[src/rtl/fetch_pkg.sv]
// Shared definitions for the instruction fetch stage: state encoding,
// default HALT encoding and instruction-format codes shared with control_unit.
package fetch_pkg;

  typedef enum logic [2:0] {
    ST_IDLE   = 3'd0,
    ST_REQ    = 3'd1,
    ST_WAIT   = 3'd2,
    ST_EXEC   = 3'd3,
    ST_HALTED = 3'd4
  } fetch_state_e;

  localparam logic [15:0] HALT_INSTR_DEFAULT = 16'hFFFF;

  // Instruction-format field codes, kept in step with control_unit.
  localparam logic [1:0] FMT_R = 2'b00;
  localparam logic [1:0] FMT_I = 2'b01;
  localparam logic [1:0] FMT_M = 2'b11;

  // States in which the fetch stage owns the memory port or control_unit.
  function automatic logic is_busy_state(input fetch_state_e s);
    return (s == ST_REQ) || (s == ST_WAIT) || (s == ST_EXEC);
  endfunction

endpackage

[src/rtl/fetch_timeout_ctr.sv]
// Loadable up-counter used to bound the wait for mem_valid. tc flags that the
// enabled increment taken this cycle lands on TIMEOUT.
module fetch_timeout_ctr #(
  parameter int TIMEOUT = 15,
  parameter int CNT_W   = $clog2(TIMEOUT + 1)
) (
  input  logic             clk,
  input  logic             rst_n,
  input  logic             clr,
  input  logic             load,
  input  logic [CNT_W-1:0] load_val,
  input  logic             en,
  output logic             tc
);

  localparam logic [CNT_W-1:0] LAST_VAL = CNT_W'(TIMEOUT - 1);
  localparam logic [CNT_W-1:0] TERM_VAL = CNT_W'(TIMEOUT);

  logic [CNT_W-1:0] count_q;
  logic [CNT_W-1:0] count_d;

  // Next count: clear wins over load, load over increment; stops at TIMEOUT.
  always_comb begin
    count_d = count_q;
    if (clr) begin
      count_d = {CNT_W{1'b0}};
    end else if (load) begin
      count_d = load_val;
    end else if (en && (count_q != TERM_VAL)) begin
      count_d = count_q + {{(CNT_W-1){1'b0}}, 1'b1};
    end else begin
      count_d = count_q;
    end
  end

  // Count register.
  always_ff @(posedge clk or negedge rst_n) begin
    if (!rst_n) begin
      count_q <= {CNT_W{1'b0}};
    end else begin
      count_q <= count_d;
    end
  end

  assign tc = en && !clr && !load && (count_q == LAST_VAL);

endmodule

[src/rtl/fetch_unit.sv]
// Instruction fetch stage: owns the PC, reads 16-bit instructions over a
// req/valid handshake and holds each one for control_unit while run is high.
module fetch_unit
  import fetch_pkg::*;
#(
  parameter int                ADDR_W     = 8,
  parameter int                DATA_W     = 16,
  parameter logic [DATA_W-1:0] HALT_INSTR = HALT_INSTR_DEFAULT,
  parameter int                TIMEOUT    = 15
) (
  input  logic              clk,
  input  logic              reset,
  input  logic              start,
  input  logic              stop,
  output logic              mem_req,
  output logic [ADDR_W-1:0] mem_addr,
  input  logic [DATA_W-1:0] mem_rdata,
  input  logic              mem_valid,
  output logic [DATA_W-1:0] instr,
  output logic              run,
  input  logic              done,
  output logic [ADDR_W-1:0] pc,
  output logic [15:0]       instr_count,
  output logic              busy,
  output logic              halted,
  output logic              timeout_err
);

  localparam int CNT_W = $clog2(TIMEOUT + 1);

  fetch_state_e      state_q, state_d;
  logic [ADDR_W-1:0] pc_q, pc_d;
  logic [DATA_W-1:0] instr_q, instr_d;
  logic [15:0]       instr_count_q, instr_count_d;
  logic              stop_pending_q, stop_pending_d;
  logic              timeout_err_q, timeout_err_d;
  logic              mem_req_q, mem_req_d;
  logic              run_q, run_d;
  logic              busy_q, busy_d;
  logic              halted_q, halted_d;
  logic              ctr_clr, ctr_en, ctr_tc;

  fetch_timeout_ctr #(.TIMEOUT(TIMEOUT), .CNT_W(CNT_W)) u_timeout (
    .clk      (clk),
    .rst_n    (reset),
    .clr      (ctr_clr),
    .load     (1'b0),
    .load_val ({CNT_W{1'b0}}),
    .en       (ctr_en),
    .tc       (ctr_tc)
  );

  // Next-state, datapath updates and output decode of the fetch sequencer.
  always_comb begin
    state_d        = state_q;
    pc_d           = pc_q;
    instr_d        = instr_q;
    instr_count_d  = instr_count_q;
    stop_pending_d = stop_pending_q;
    timeout_err_d  = timeout_err_q;
    ctr_clr        = 1'b0;
    ctr_en         = 1'b0;
    case (state_q)
      ST_IDLE: begin
        if (start && !stop) begin
          state_d        = ST_REQ;
          pc_d           = {ADDR_W{1'b0}};
          instr_count_d  = 16'd0;
          timeout_err_d  = 1'b0;
          stop_pending_d = 1'b0;
        end else begin
          state_d = ST_IDLE;
        end
      end
      ST_REQ: begin
        state_d = ST_WAIT;
        ctr_clr = 1'b1;
        if (stop) begin
          stop_pending_d = 1'b1;
        end else begin
          stop_pending_d = stop_pending_q;
        end
      end
      ST_WAIT: begin
        if (stop) begin
          stop_pending_d = 1'b1;
        end else begin
          stop_pending_d = stop_pending_q;
        end
        if (mem_valid) begin
          instr_d = mem_rdata;
          if (stop_pending_q) begin
            // Fetched word is dropped; the PC still points at it.
            state_d        = ST_IDLE;
            stop_pending_d = 1'b0;
          end else if (mem_rdata == HALT_INSTR) begin
            state_d = ST_HALTED;
          end else begin
            state_d = ST_EXEC;
          end
        end else begin
          ctr_en = 1'b1;
          if (ctr_tc) begin
            timeout_err_d = 1'b1;
            state_d       = ST_HALTED;
          end else begin
            state_d = ST_WAIT;
          end
        end
      end
      ST_EXEC: begin
        if (stop) begin
          stop_pending_d = 1'b1;
        end else begin
          stop_pending_d = stop_pending_q;
        end
        if (done) begin
          pc_d = pc_q + {{(ADDR_W-1){1'b0}}, 1'b1};
          if (instr_count_q != 16'hFFFF) begin
            instr_count_d = instr_count_q + 16'd1;
          end else begin
            instr_count_d = instr_count_q;
          end
          // A stop arriving together with done still ends at this boundary.
          if (stop_pending_q || stop) begin
            state_d        = ST_IDLE;
            stop_pending_d = 1'b0;
          end else begin
            state_d = ST_REQ;
          end
        end else begin
          state_d = ST_EXEC;
        end
      end
      ST_HALTED: begin
        if (start) begin
          state_d        = ST_REQ;
          pc_d           = {ADDR_W{1'b0}};
          instr_count_d  = 16'd0;
          timeout_err_d  = 1'b0;
          stop_pending_d = 1'b0;
        end else begin
          state_d = ST_HALTED;
        end
      end
      default: begin
        state_d = ST_IDLE;
      end
    endcase
    mem_req_d = (state_d == ST_REQ);
    run_d     = (state_d == ST_EXEC);
    busy_d    = is_busy_state(state_d);
    halted_d  = (state_d == ST_HALTED);
  end

  // Sequencer state, datapath and registered status outputs.
  always_ff @(posedge clk or negedge reset) begin
    if (!reset) begin
      state_q        <= ST_IDLE;
      pc_q           <= {ADDR_W{1'b0}};
      instr_q        <= {DATA_W{1'b0}};
      instr_count_q  <= 16'd0;
      stop_pending_q <= 1'b0;
      timeout_err_q  <= 1'b0;
      mem_req_q      <= 1'b0;
      run_q          <= 1'b0;
      busy_q         <= 1'b0;
      halted_q       <= 1'b0;
    end else begin
      state_q        <= state_d;
      pc_q           <= pc_d;
      instr_q        <= instr_d;
      instr_count_q  <= instr_count_d;
      stop_pending_q <= stop_pending_d;
      timeout_err_q  <= timeout_err_d;
      mem_req_q      <= mem_req_d;
      run_q          <= run_d;
      busy_q         <= busy_d;
      halted_q       <= halted_d;
    end
  end

  assign mem_req     = mem_req_q;
  assign mem_addr    = pc_q;
  assign instr       = instr_q;
  assign run         = run_q;
  assign pc          = pc_q;
  assign instr_count = instr_count_q;
  assign busy        = busy_q;
  assign halted      = halted_q;
  assign timeout_err = timeout_err_q;

endmodule

[config.mk]
export PLATFORM = sky130hd
export DESIGN_NAME = fetch_unit
export DESIGN_NICKNAME = d
export VERILOG_FILES = /design/src/rtl/fetch_pkg.sv /design/src/rtl/fetch_timeout_ctr.sv /design/src/rtl/fetch_unit.sv
export SDC_FILE = /design/constraint.sdc
export NUM_CORES = 1
export LEC_CHECK = 0
export BUFFER_PORTS_ARGS = -buffer_cell sky130_fd_sc_hd__buf_2
export CAP_MARGIN = 5
export CORE_ASPECT_RATIO = 0.7
export CORE_MARGIN = 3
export CORE_UTILIZATION = 47
export DETAILED_ROUTE_END_ITERATION = 12
export PLACE_DENSITY = 0.78
export SLEW_MARGIN = 10
export SYNTH_ARGS = -nofsm -noshare
export SYNTH_HDL_FRONTEND = slang
export SYNTH_SLANG_ARGS = --single-unit
[constraint.sdc]
create_clock -name clk -period 1.9 [get_ports clk]
set_input_delay 0.38 -clock clk [delete_from_list [all_inputs] [get_ports clk]]
set_output_delay 0.38 -clock clk [all_outputs]
set_load 0.05 [all_outputs]
# Yosys cells after proc, flatten, opt, wreduce, memory -nomap -nowiden
# Cells that the tools add are included.
op_classes:
  addsub: 3
  n_eq_ne: 18
  mux: 34
  n_reduce_logical: 19
op_table:
  columns: ["operator", "n"]
  rows:
  - ["16-bit two-way mux", 4]
  - ["16-bit one-hot mux with 3 select lines", 1]
  - ["8-bit two-way mux", 3]
  - ["8-bit one-hot mux with 3 select lines", 1]
  - ["3-bit two-way mux", 6]
  - ["16-bit by 1-bit adder with 16-bit output (second input constant)", 1]
  - ["16-bit equality test (second input constant)", 1]
  - ["16-bit inequality test (second input constant)", 1]
  - ["3-bit one-hot mux with 5 select lines", 1]
  - ["1-bit two-way mux", 14]
  - ["3-bit by 2-bit equality test with 1-bit output (second input constant)", 4]
  - ["2-bit inequality test (second input constant)", 6]
  - ["5-bit AND reduction", 2]
  - ["8-bit by 1-bit adder with 8-bit output (second input constant)", 1]
  - ["4-bit two-way mux", 2]
  - ["3-bit by 1-bit equality test with 1-bit output (second input constant)", 2]
  - ["3-bit equality test (second input constant)", 2]
  - ["3-bit nonzero test", 2]
  - ["1-bit one-hot mux with 5 select lines", 1]
  - ["5-bit nonzero test", 1]
  - ["4-bit by 1-bit adder with 4-bit output (second input constant)", 1]
  - ["4-bit equality test (second input constant)", 1]
  - ["1-bit logical AND", 4]
  - ["4-bit inequality test (second input constant)", 1]
  - ["other kinds (8)", 11]
totals:
  reg_bits: 53
  in_bits: 22
  output_inout_bits: 53
  word_cells: 85

# Depth between registers and ports, before layout
# Gate-level depths: netlist of the first run.
logic_depth:
  depth_word: 11
  mapped_depth: 7
  mapped_depth_nobuf: 6

# By module
# From an unflattened synthesis of the first run, not the netlist that was laid out.
hier_totals:
  hier_cells: 312
  area_unflattened_um2: 2841.5
by_module_without_submodules:
  columns: ["mod", "n_inst", "cells_per_inst", "area_per_inst_um2", "seq_area_each_um2"]
  rows:
  - ["fetch_unit", 1, 282, 2555.0, 1226.2]
  - ["fetch_timeout_ctr", 1, 30, 286.5, 100.1]

# Worst setup path after synthesis of the first run
# Ideal clock, no wire load.
synth_timing:
  path_kind: "reg-to-reg"
  startpoint: "reg instr_count_q[0], in the netlist instr_count[0]"
  endpoint: "reg instr_count_q[12], in the netlist instr_count[12]"
  setup_time_ns: 0.078
  arrival_ns: 2.231
  t_required_ns: 1.822
  setup_slack_ns: -0.409
  path_stages_with_launch: 6
  path_buffers: 0
  cell_sequence: "dfrtp_1 ha_1 nand4_1 or3_1 or4_1 a21oi_1"
synth_between:
  elab_chain_len: 4
  word_cells_on_any_way: 7
  cone_classes: "add/sub (1); eq/ne (2); mux (3); reduce/logical (1)"
synth_lines:
  columns: ["element", "line", "text"]
  rows:
  - ["start: declaration", "fetch_unit.sv:34", "logic [15:0] instr_count_q, instr_count_d;"]
  - ["start signal: assignment", "fetch_unit.sv:173", "instr_count_q <= instr_count_d;"]
  - ["16-bit by 1-bit adder with 16-bit output", "fetch_unit.sv:120", "instr_count_d = instr_count_q + 16'd1;"]
  - ["16-bit two-way mux", "fetch_unit.sv:119", "if (instr_count_q != 16'hFFFF) begin"]
  - ["16-bit two-way mux", "fetch_unit.sv:117", "if (done) begin"]
  - ["16-bit one-hot mux with 3 select lines", "fetch_unit.sv:63", "case (state_q)"]
# Parallel ways exist; a longest one is shown, timed or not. The select of a mux whose other input is x is not followed.
# A chain may end at the register's enable or synchronous reset.

# Final worst setup path of the first run
layout_timing:
  startpoint: "reg state_q[0]"
  endpoint: "reg instr_count_q[12], in the netlist instr_count[12]"
layout_between:
  elab_chain_len: 3
  word_cells_on_any_way: 10
  cone_classes: "eq/ne (6); mux (1); reduce/logical (3)"
layout_lines:
  columns: ["element", "line", "text"]
  rows:
  - ["start: declaration", "fetch_unit.sv:31", "fetch_state_e state_q, state_d;"]
  - ["start signal: assignment", "fetch_unit.sv:170", "state_q <= state_d;"]
  - ["3-bit by 2-bit equality test with 1-bit output (tied with other cells)", "fetch_unit.sv:63", null]
  - ["2-bit inequality test (no source line) / 3-bit nonzero test (equally long branches)", null, null]
  - ["5-bit AND reduction (no source line)", null, null]
# Parallel ways exist; a longest one is shown, timed or not.

==> results of run 1 <==
-- timing repair --
item	CTS	global route
hold endpoints to repair	0	0
gates resized for setup	0	25
buffers inserted	0	3
setup endpoints to repair	0	15
-- sequential cells by signal, indices dropped and copies added (netlist names) --
signal / cells
mem_addr: 8
run: 1
u_timeout.count_q: 4
busy: 1
stop_pending_q: 1
mem_req: 1
instr: 16
instr_count: 16
state_q: 3
halted: 1
timeout_err: 1
-- cell type report --
type	instances	share of cell area [%]
Timing Repair Buffer	99	16.11
Inverter	7	0.7387
Clock buffer	5	1.935
Sequential cell	53	37.43
Multi-Input combinational cell	191	39.96
Clock inverter	3	1.301
Tap cell	72	2.533
-- placed cells by master (no fill, tap or decap), types with 4 or more instances in the layout --
master,instances
buf_2,76
dfrtp_1,49
nand2_1,24
buf_4,20
mux2_2,18
nand4_1,11
nand2b_1,11
nand3_1,10
o21ai_0,9
mux2i_1,9
nor2_1,8
a21oi_1,8
inv_1,7
o31ai_1,7
or4_4,6
a21oi_2,6
nor3_1,5
clkbuf_8,5
nor4_2,4
dfrtp_2,4
-- synth_stat cells, drive strengths merged, types with 6 or more instances --
| cell type | count | area share, % |
|---|---|---|
| nor4 | 7 | 1.6 |
| mux2i | 9 | 3.3 |
| nand4 | 11 | 2.5 |
| nand2b | 11 | 2.5 |
| a21oi | 14 | 2.5 |
| dfrtp | 53 | 48 |
| mux2 | 18 | 7.4 |
| buf | 11 | 2.7 |
| clkbuf | 8 | 1.1 |
| nand2 | 24 | 3.3 |
| o21ai | 9 | 1.6 |
| o31ai | 8 | 2.2 |
| or4 | 7 | 1.9 |
| nor2 | 9 | 1.2 |
| nor3 | 6 | 1.1 |
| inv | 7 | 0.95 |
| nand3 | 10 | 1.8 |
-- per-layer routing --
layer	vias to the layer above	wire, um	global-route usage, %	share of wire [%]
met5	-	0	0	0
met4	0	33	3.687	0.48
met3	4	513	4.890	7.4
met2	98	3171	29.84	46
met1	1176	3174	27.72	46
li1	1170	-	-	-
-- worst min path at each step --
stage               depth (start not counted)                 endpoint  start
floorplan                                   0           busy$_DFF_PN0_  reset
global placement                            1         halted$_DFF_PN0_  reset
detailed placement                          1  mem_addr[3]$_DFFE_PN0P_  reset
CTS                                         1  mem_addr[3]$_DFFE_PN0P_  reset
global route                                1         halted$_DFF_PN0_  reset
finish                                      1         halted$_DFF_PN0_  reset
-- cell families (layout without fill, tap and decap cells) --
group           after synthesis  after routing  synth area share, %
compound gates               51             51                12.22
buf+inv                      26            114                4.769
simple gates                106            106                21.48
mux                          27             27                10.63
flops                        53             53                48.14
fa+ha+maj                     4              4                1.817
xor+xnor                      3              3               0.9539
-- per-stage QoR --
stage / util (%) / power [mW] / hold WS (ns) / instance area [um2] / cells
2_1_floorplan: - / 3.539 / 0.08441 / 2778 / 270
3_3_place_gp: 60.47 / 4.097 / 0.4356 / 3296 / 417
3_5_place_dp: 60.47 / 4.154 / 0.4497 / 3296 / 417
4_1_cts: 62.58 / 4.939 / 0.1133 / 3411 / 425
5_1_grt: 65.27 / 5.290 / 0.1291 / 3557 / 430
6_report: 65.27 / 5.011 / 0.08967 / 3557 / 430
-- power breakdown --
| part | switching, mW | total, mW | internal (mW) |
|---|---|---|---|
| logic | 1.79 | 2.56 | 0.766 |
| registers | 0.217 | 1.67 | 1.45 |
| clock network | 0.386 | 0.781 | 0.395 |
| total | 2.40 | 5.01 | 2.61 |
==> impl_metrics.tcl, run 1 <==
set metrics [dict create \
    outcome "finished with violations" \
    violations "setup timing" \
    core_area_um2 5450 \
    cts_hold_buffers 0 \
    period_share_pct 101.8 \
    cp_data_arrival_time_ns 2.17 \
    worst_pin_slew_ns 0.6596 \
    r2r_slack_ns -0.03 \
    drtAntennaViolNets 0 \
    cp_num_buf_inv 1 \
    area_growth_pct 29.11 \
    setup_violations 1 \
    cts_buffers 5 \
    dpl_worst_slack_ns 0.03245 \
    clock_skew_ns 0.007946 \
    peakVddDrop_uv 1245 \
    die_area_um2 6832 \
    ff_latch_area_um2 1331 \
    crit_end "instr_count[12]$_DFFE_PN0P_" \
    clock_latency_ns 0.31 \
    viasPerCell 5.693 \
    finalMaxSlewViolations 0 \
    synth_fp_nets 296 \
    die_w_um 97.51 \
    drcViolationCount 0 \
    rr_endpoint "instr_count[12]$_DFFE_PN0P_" \
    rsz0062_at_grt "true" \
    clock_path_buffers 2 \
    wl_per_cell_um 16.03 \
    io_pins 75 \
    syn_area_um2 2755 \
    clk_pin_slew_ns 0.10 \
    startpoint "state_q[0]$_DFF_PN0_" \
    finalHoldViolCount 0 \
    nNetsFinal 383 \
    slew_headroom_pct 56.03 \
    cp.depth 5 \
    grt_pass1_vias 2272 \
    ys.flop_type "dfrtp_1" \
    finalSetupTns_ns -0.03493 \
    drt_iter0_drc 183 \
    h-tree-depth 2 \
    yosys.cell_types.count 48 \
    antenna_found_initial 0 \
    crit_required_ns 2.14 \
    synth_cells 270 \
    crit_chain "or2_1, o31a_1, buf_6, or4_4, a21oi_2" \
    ys_seq_area_share_pct 48.14 \
    grt_remaining_overflow 0 \
    firstDrtPassIters 4 \
    endpoint_kind "flop" \
    powerDensity_nw_per_um2 1409 \
    crit_slowest_cell "or4_4" \
    dpl.hpwl_mm 5.000 \
    startpoint_type "flop" \
    routed_wl_mm 6.892 \
    grt_max_degree 28 \
    fmaxAchievable_mhz 516.8 \
    port-buffer-count 74 \
    crit_family "simple AND/OR/NAND/NOR gates" \
    die_y_um 70.06 \
    yosysWarnings 0 \
    reg2reg_depth 5 \
    cts_tree "done" \
    maxCapViolations 0 \
    path_max_fanout 8 \
    syn_area_per_cell_um2 10.20 \
    setup.worst_path.class "flop to flop" \
    period_needed_ns 1.935 \
    n_fill_cell 446 \
    num_antenna_cells 0 \
    cts.sinks 53 \
    drive_gt1_share_pct 43.85 \
    via_count 2448 \
    hold_class "primary input to async pin" \
    cellLeakagePower_nw 1.626 \
    synth_seq_cells 53 \
    multi_input_area_um2 1421 \
    timing.rr.start "state_q[0]$_DFF_PN0_" \
    cts_root_buffer "clkbuf_8" \
    fin_ws_ns -0.03493 \
    floorplan.initialDensity_pct 50.55 \
    gp_congestion 0.9141 \
    synthArstFlopShare_pct 100.0 \
    synth_edf_count 0 \
    grt_first_pass_wirelength_mm 10.87 \
    rows 22 \
    grt_use_total_pct 19.32 \
    cpPeakStageDelay_ns 0.49 \
]
No activity file was read; power rests on OpenSTA's default activity.
==> inputs of run 2 (changes only) <==
--- a/config.mk
+++ b/config.mk
@@ -11,8 +11,10 @@
 export CORE_MARGIN = 3
 export CORE_UTILIZATION = 47
 export DETAILED_ROUTE_END_ITERATION = 12
+export GPL_ROUTABILITY_DRIVEN = 0
 export PLACE_DENSITY = 0.78
 export SLEW_MARGIN = 10
 export SYNTH_ARGS = -nofsm -noshare
 export SYNTH_HDL_FRONTEND = slang
 export SYNTH_SLANG_ARGS = --single-unit
+export TNS_END_PERCENT = 1
==> impl_metrics.tcl, run 2 (synthesized netlist as in run 1, its figures left out) <==
set metrics [dict create \
    outcome "finished with violations" \
    violations "setup timing" \
    grt_remaining_overflow 0 \
    combPwrFrac_pct 51.1 \
    viasPerCell 5.749 \
    multi_input_area_um2 1406 \
    cp_num_buf_inv 1 \
    period_needed_ns 1.931 \
    antenna_found_initial 0 \
    post_dp_cell_area_um2 3296 \
    area_growth_pct 28.57 \
    cts_root_buffer "clkbuf_8" \
    peakVddDrop_uv 1244 \
    floorplan.initialDensity_pct 50.55 \
    rows 22 \
    ff_latch_area_um2 1331 \
    firstDrtPassIters 4 \
    setup.worst_path.class "flop to flop" \
    period_share_pct 101.6 \
    grt_pass1_vias 2272 \
    dpl.hpwl_mm 5.000 \
    swShare_pct 47.82 \
    design_area_um2 3542 \
    final_cell_mix "76 x buf_2, 49 x dfrtp_1, 24 x nand2_1, 20 x buf_4, 18 x mux2_2" \
    endpoint_kind "flop" \
    setup_violations 2 \
    path_max_fanout 8 \
    grt_use_total_pct 19.32 \
    finalMaxSlewViolations 0 \
    cpPeakStageDelay_ns 0.49 \
    grt_first_pass_wirelength_mm 10.87 \
    nNetsFinal 383 \
    n_fill_cell 440 \
    fin_ws_ns -0.03059 \
    drive_gt1_share_pct 42.46 \
    die_area_um2 6832 \
    wl_per_cell_um 15.97 \
    port-buffer-count 74 \
    worst_pin_slew_ns 0.6630 \
    io_pins 75 \
    cts_tree "done" \
    layout_commonest_cell "buf_2" \
    h-tree-depth 2 \
    cts.sinks 53 \
    drcViolationCount 0 \
    fin_util_pct 64.99 \
    clk_pin_slew_ns 0.10 \
    cts_buffers 5 \
    clockPowerShare_pct 15.6 \
    drtAntennaViolNets 0 \
    rsz0062_at_grt "true" \
    grt_max_degree 28 \
    slew_headroom_pct 55.80 \
    startpoint_type "flop" \
    crit_required_ns 2.14 \
    drt_iter0_drc 164 \
    cellLeakagePower_nw 1.625 \
    core_area_um2 5450 \
    hold_class "primary input to async pin" \
    finalHoldViolCount 0 \
    seqPwrFrac_pct 33.3 \
    fmaxAchievable_mhz 518.0 \
    clock_latency_ns 0.31 \
    die_w_um 97.51 \
    p_int_mw 2.612 \
    routed_wl_mm 6.866 \
    cts_hold_buffers 0 \
    clock_path_buffers 2 \
    crit_chain "or2_1, o31a_1, buf_6, or4_4, a21oi_2" \
    die_y_um 70.06 \
    via_count 2472 \
    crit_slowest_cell "or4_4" \
    crit_family "simple AND/OR/NAND/NOR gates" \
    p_sw_mw 2.393 \
    clock_skew_ns 0.006376 \
    r2r_slack_ns -0.03 \
    num_antenna_cells 0 \
    cp_data_arrival_time_ns 2.17 \
    maxCapViolations 0 \
    powerDensity_nw_per_um2 1413 \
]
-- run 2: final cells by class --
| cell class | instances | area share (%) |
|---|---|---|
| Inverter | 7 | 0.7418 |
| Multi-Input combinational cell | 191 | 39.70 |
| Sequential cell | 53 | 37.58 |
| Clock inverter | 3 | 1.307 |
| Clock buffer | 5 | 1.943 |
| Timing Repair Buffer | 99 | 16.18 |
| Tap cell | 72 | 2.543 |
-- run 2: timing repair --
action / CTS / global route
buffers inserted: 0 / 3
gates resized for setup: 0 / 21
endpoints found under the setup margin: 0 / 15
-- run 2: path summary, 6_finish.rpt --
path | startpoint | endpoint | cells after the start
max | state_q[0]$_DFF_PN0_ | instr_count[12]$_DFFE_PN0P_ | 5
min | reset | halted$_DFF_PN0_ | 1
max reg2reg | state_q[0]$_DFF_PN0_ | instr_count[12]$_DFFE_PN0P_ | 5
min reg2reg | timeout_err$_DFFE_PN0P_ | timeout_err$_DFFE_PN0P_ | 1
max in group asynchronous | reset | instr_count[12]$_DFFE_PN0P_ | 2
min in group clk | mem_rdata[7] | instr[7]$_DFFE_PN0P_ | 2
-- run 2: worst reg2reg max path: cells and delay by family, from the launching register on --
kind	cells	cell delay [ns]
simple gates	2	0.75
buf+inv	1	0.19
compound gates	2	0.54
flops	1	0.39
-- run 2: layer usage --
metal / GRT usage [%] / part of all wire (%) / vias up
met3: 4.890 / 7.3 / 4
met1: 27.72 / 47 / 1185
li1: - / - / 1176
met4: 3.687 / 0.48 / 0
met5: 0 / 0 / -
met2: 29.84 / 45 / 107
-- run 2: power by group through the flow --
stage / combinational (mW) / sequential [mW] / clock, mW
global route: 2.72 / 1.72 / 0.847
floorplan: 0.931 / 2.61 / 0
finish: 2.56 / 1.67 / 0.779
CTS: 2.47 / 1.67 / 0.799
global placement: 2.43 / 1.67 / 0
detailed placement: 2.47 / 1.68 / 0
-- run 2: metrics by stage --
stage	std cells	setup TNS (ns)	setup slack, ns	hold WS [ns]	power [mW]
2_1_floorplan	270	-0.1495	-0.07406	0.08441	3.539
3_3_place_gp	417	0	0.07539	0.4356	4.097
3_5_place_dp	417	0	0.03245	0.4497	4.154
4_1_cts	425	0	0.01279	0.1133	4.939
5_1_grt	430	-0.5666	-0.09043	0.1291	5.286
6_report	430	-0.05949	-0.03059	0.09244	5.005
==> inputs of run 3 (changes only) <==
--- a/config.mk
+++ b/config.mk
@@ -9,10 +9,10 @@
 export CAP_MARGIN = 5
 export CORE_ASPECT_RATIO = 0.7
 export CORE_MARGIN = 3
-export CORE_UTILIZATION = 47
+export CORE_UTILIZATION = 25
 export DETAILED_ROUTE_END_ITERATION = 12
 export GPL_ROUTABILITY_DRIVEN = 0
-export PLACE_DENSITY = 0.78
+export PLACE_DENSITY = 0.48
 export SLEW_MARGIN = 10
 export SYNTH_ARGS = -nofsm -noshare
 export SYNTH_HDL_FRONTEND = slang
==> impl_metrics.tcl, run 3 (synthesized netlist as in run 1, its figures left out) <==
set metrics [dict create \
    clock_path_buffers 2 \
    grt_remaining_overflow 0 \
    io_pins 75 \
    nNetsFinal 378 \
    setup.worst_path.class "flop to flop" \
    cts_tree "done" \
    drt_iter0_drc 108 \
    p_total_mw 5.051 \
    clk_pin_slew_ns 0.07 \
    r2r_slack_ns 0.04 \
    h-tree-depth 2 \
    cts_root_buffer "clkbuf_16" \
    via_count 2432 \
    timing.rr.start "state_q[1]$_DFF_PN0_" \
    setup_violations 0 \
    grt_use_total_pct 12.18 \
    dpl_worst_slack_ns 0.03622 \
    clock_skew_ns 0.007171 \
    cts.sinks 53 \
    num_antenna_cells 0 \
    grt_first_pass_wirelength_mm 12.08 \
    outcome "finished clean" \
    drcViolationCount 0 \
    rr_endpoint "mem_addr[5]$_DFFE_PN0P_" \
    period_needed_ns 1.861 \
    firstDrtPassIters 4 \
    finalMaxSlewViolations 0 \
    routed_wl_mm 7.331 \
    crit_end "mem_addr[5]$_DFFE_PN0P_" \
    grt_max_degree 54 \
    antenna_found_initial 0 \
    powerDensity_nw_per_um2 1417 \
    hold_class "primary input to async pin" \
    finalSetupTns_ns 0 \
    peakVddDrop_uv 758.9 \
    final_cells 501 \
    reg2reg_depth 5 \
    viasPerCell 4.854 \
    clock_latency_ns 0.29 \
    finalHoldViolCount 0 \
    drive_gt1_share_pct 37.68 \
    grt_pass1_vias 2300 \
    die_y_um 93.83 \
    maxCapViolations 0 \
    die_w_um 131.5 \
    drtAntennaViolNets 0 \
    cp_data_arrival_time_ns 2.09 \
    rows 31 \
    port-buffer-count 74 \
    crit_required_ns 2.12 \
    final_cell_mix "74 x buf_2, 49 x dfrtp_1, 24 x nand2_1, 18 x mux2_2, 18 x buf_4" \
    floorplan.initialDensity_pct 26.11 \
    cts_buffers 5 \
    period_share_pct 97.95 \
    fmaxAchievable_mhz 537.3 \
    worst_pin_slew_ns 0.5720 \
    slew_headroom_pct 61.51 \
    rsz0062_at_grt "true" \
    path_max_fanout 31 \
    endpoint_kind "flop" \
    layout_commonest_cell "buf_2" \
    area_growth_pct 29.38 \
    cellLeakagePower_nw 1.616 \
    startpoint_type "flop" \
    wl_per_cell_um 14.63 \
    fin_ws_ns 0.03891 \
    startpoint "state_q[1]$_DFF_PN0_" \
    place_inst 493 \
    core_area_um2 10550 \
    dpl.hpwl_mm 5.481 \
    die_area_um2 12340 \
]
-- run 3: power breakdown --
part	internal (mW)	total (mW)	leakage [nW]	switching (mW)
clock network	0.485	0.886	0.0706	0.401
logic	0.734	2.49	0.865	1.76
registers	1.45	1.67	0.681	0.219
-- run 3: how the worst min path moves through the flow --
stage	start	end	slack (ns)	cells after the start
2_1_floorplan	reset	busy$_DFF_PN0_	0.08	0
3_3_place_gp	reset	busy$_DFF_PN0_	0.41	2
3_5_place_dp	reset	mem_req$_DFF_PN0_	0.40	2
4_1_cts	reset	mem_addr[7]$_DFFE_PN0P_	0.09	2
5_1_grt	reset	mem_addr[6]$_DFFE_PN0P_	0.10	2
6_report	reset	mem_req$_DFF_PN0_	0.07	2
-- run 3: critical path, cell delays in order, from the launching register on --
cell and delay, ns:
dfrtp_1 0.37, or2_1 0.26, o31a_1 0.32, buf_12 0.17, or4_1 0.52, a21oi_2 0.15
-- run 3: what timing repair did --
item,CTS,global route
buffers inserted,0,0
endpoints found under the setup margin,0,12
hold buffers,0,0
resized for setup,0,5
-- run 3: cell type report --
type                       count  area (um2)
fill                        1090        6985
multi-input combinational    191        1338
timing repair buffer          94       545.5
inverter                       7       26.28
clock buffer                   6       128.9
clock inverter                 2       10.01
sequential                    53        1331
tap                          148       185.2
-- run 3: metal layers --
metal | global-route usage [%] | vias to the layer above | share of wire [%]
met5 | 0 | - | 0
met4 | 2.972 | 0 | 0.83
met3 | 4.229 | 8 | 8.8
met2 | 17.15 | 88 | 40
met1 | 17.71 | 1171 | 51
li1 | - | 1165 | -
-- run 3: stage by stage --
| step | util (%) | hold WS (ns) | cell area, um2 |
|---|---|---|---|
| 5_1_grt | 33.79 | 0.1033 | 3565 |
| 4_1_cts | 33.57 | 0.09193 | 3542 |
| 3_3_place_gp | 32.26 | 0.4061 | 3403 |
| 2_1_floorplan | - | 0.08441 | 2778 |
| 6_report | 33.79 | 0.06707 | 3565 |
| 3_5_place_dp | 32.26 | 0.4042 | 3403 |
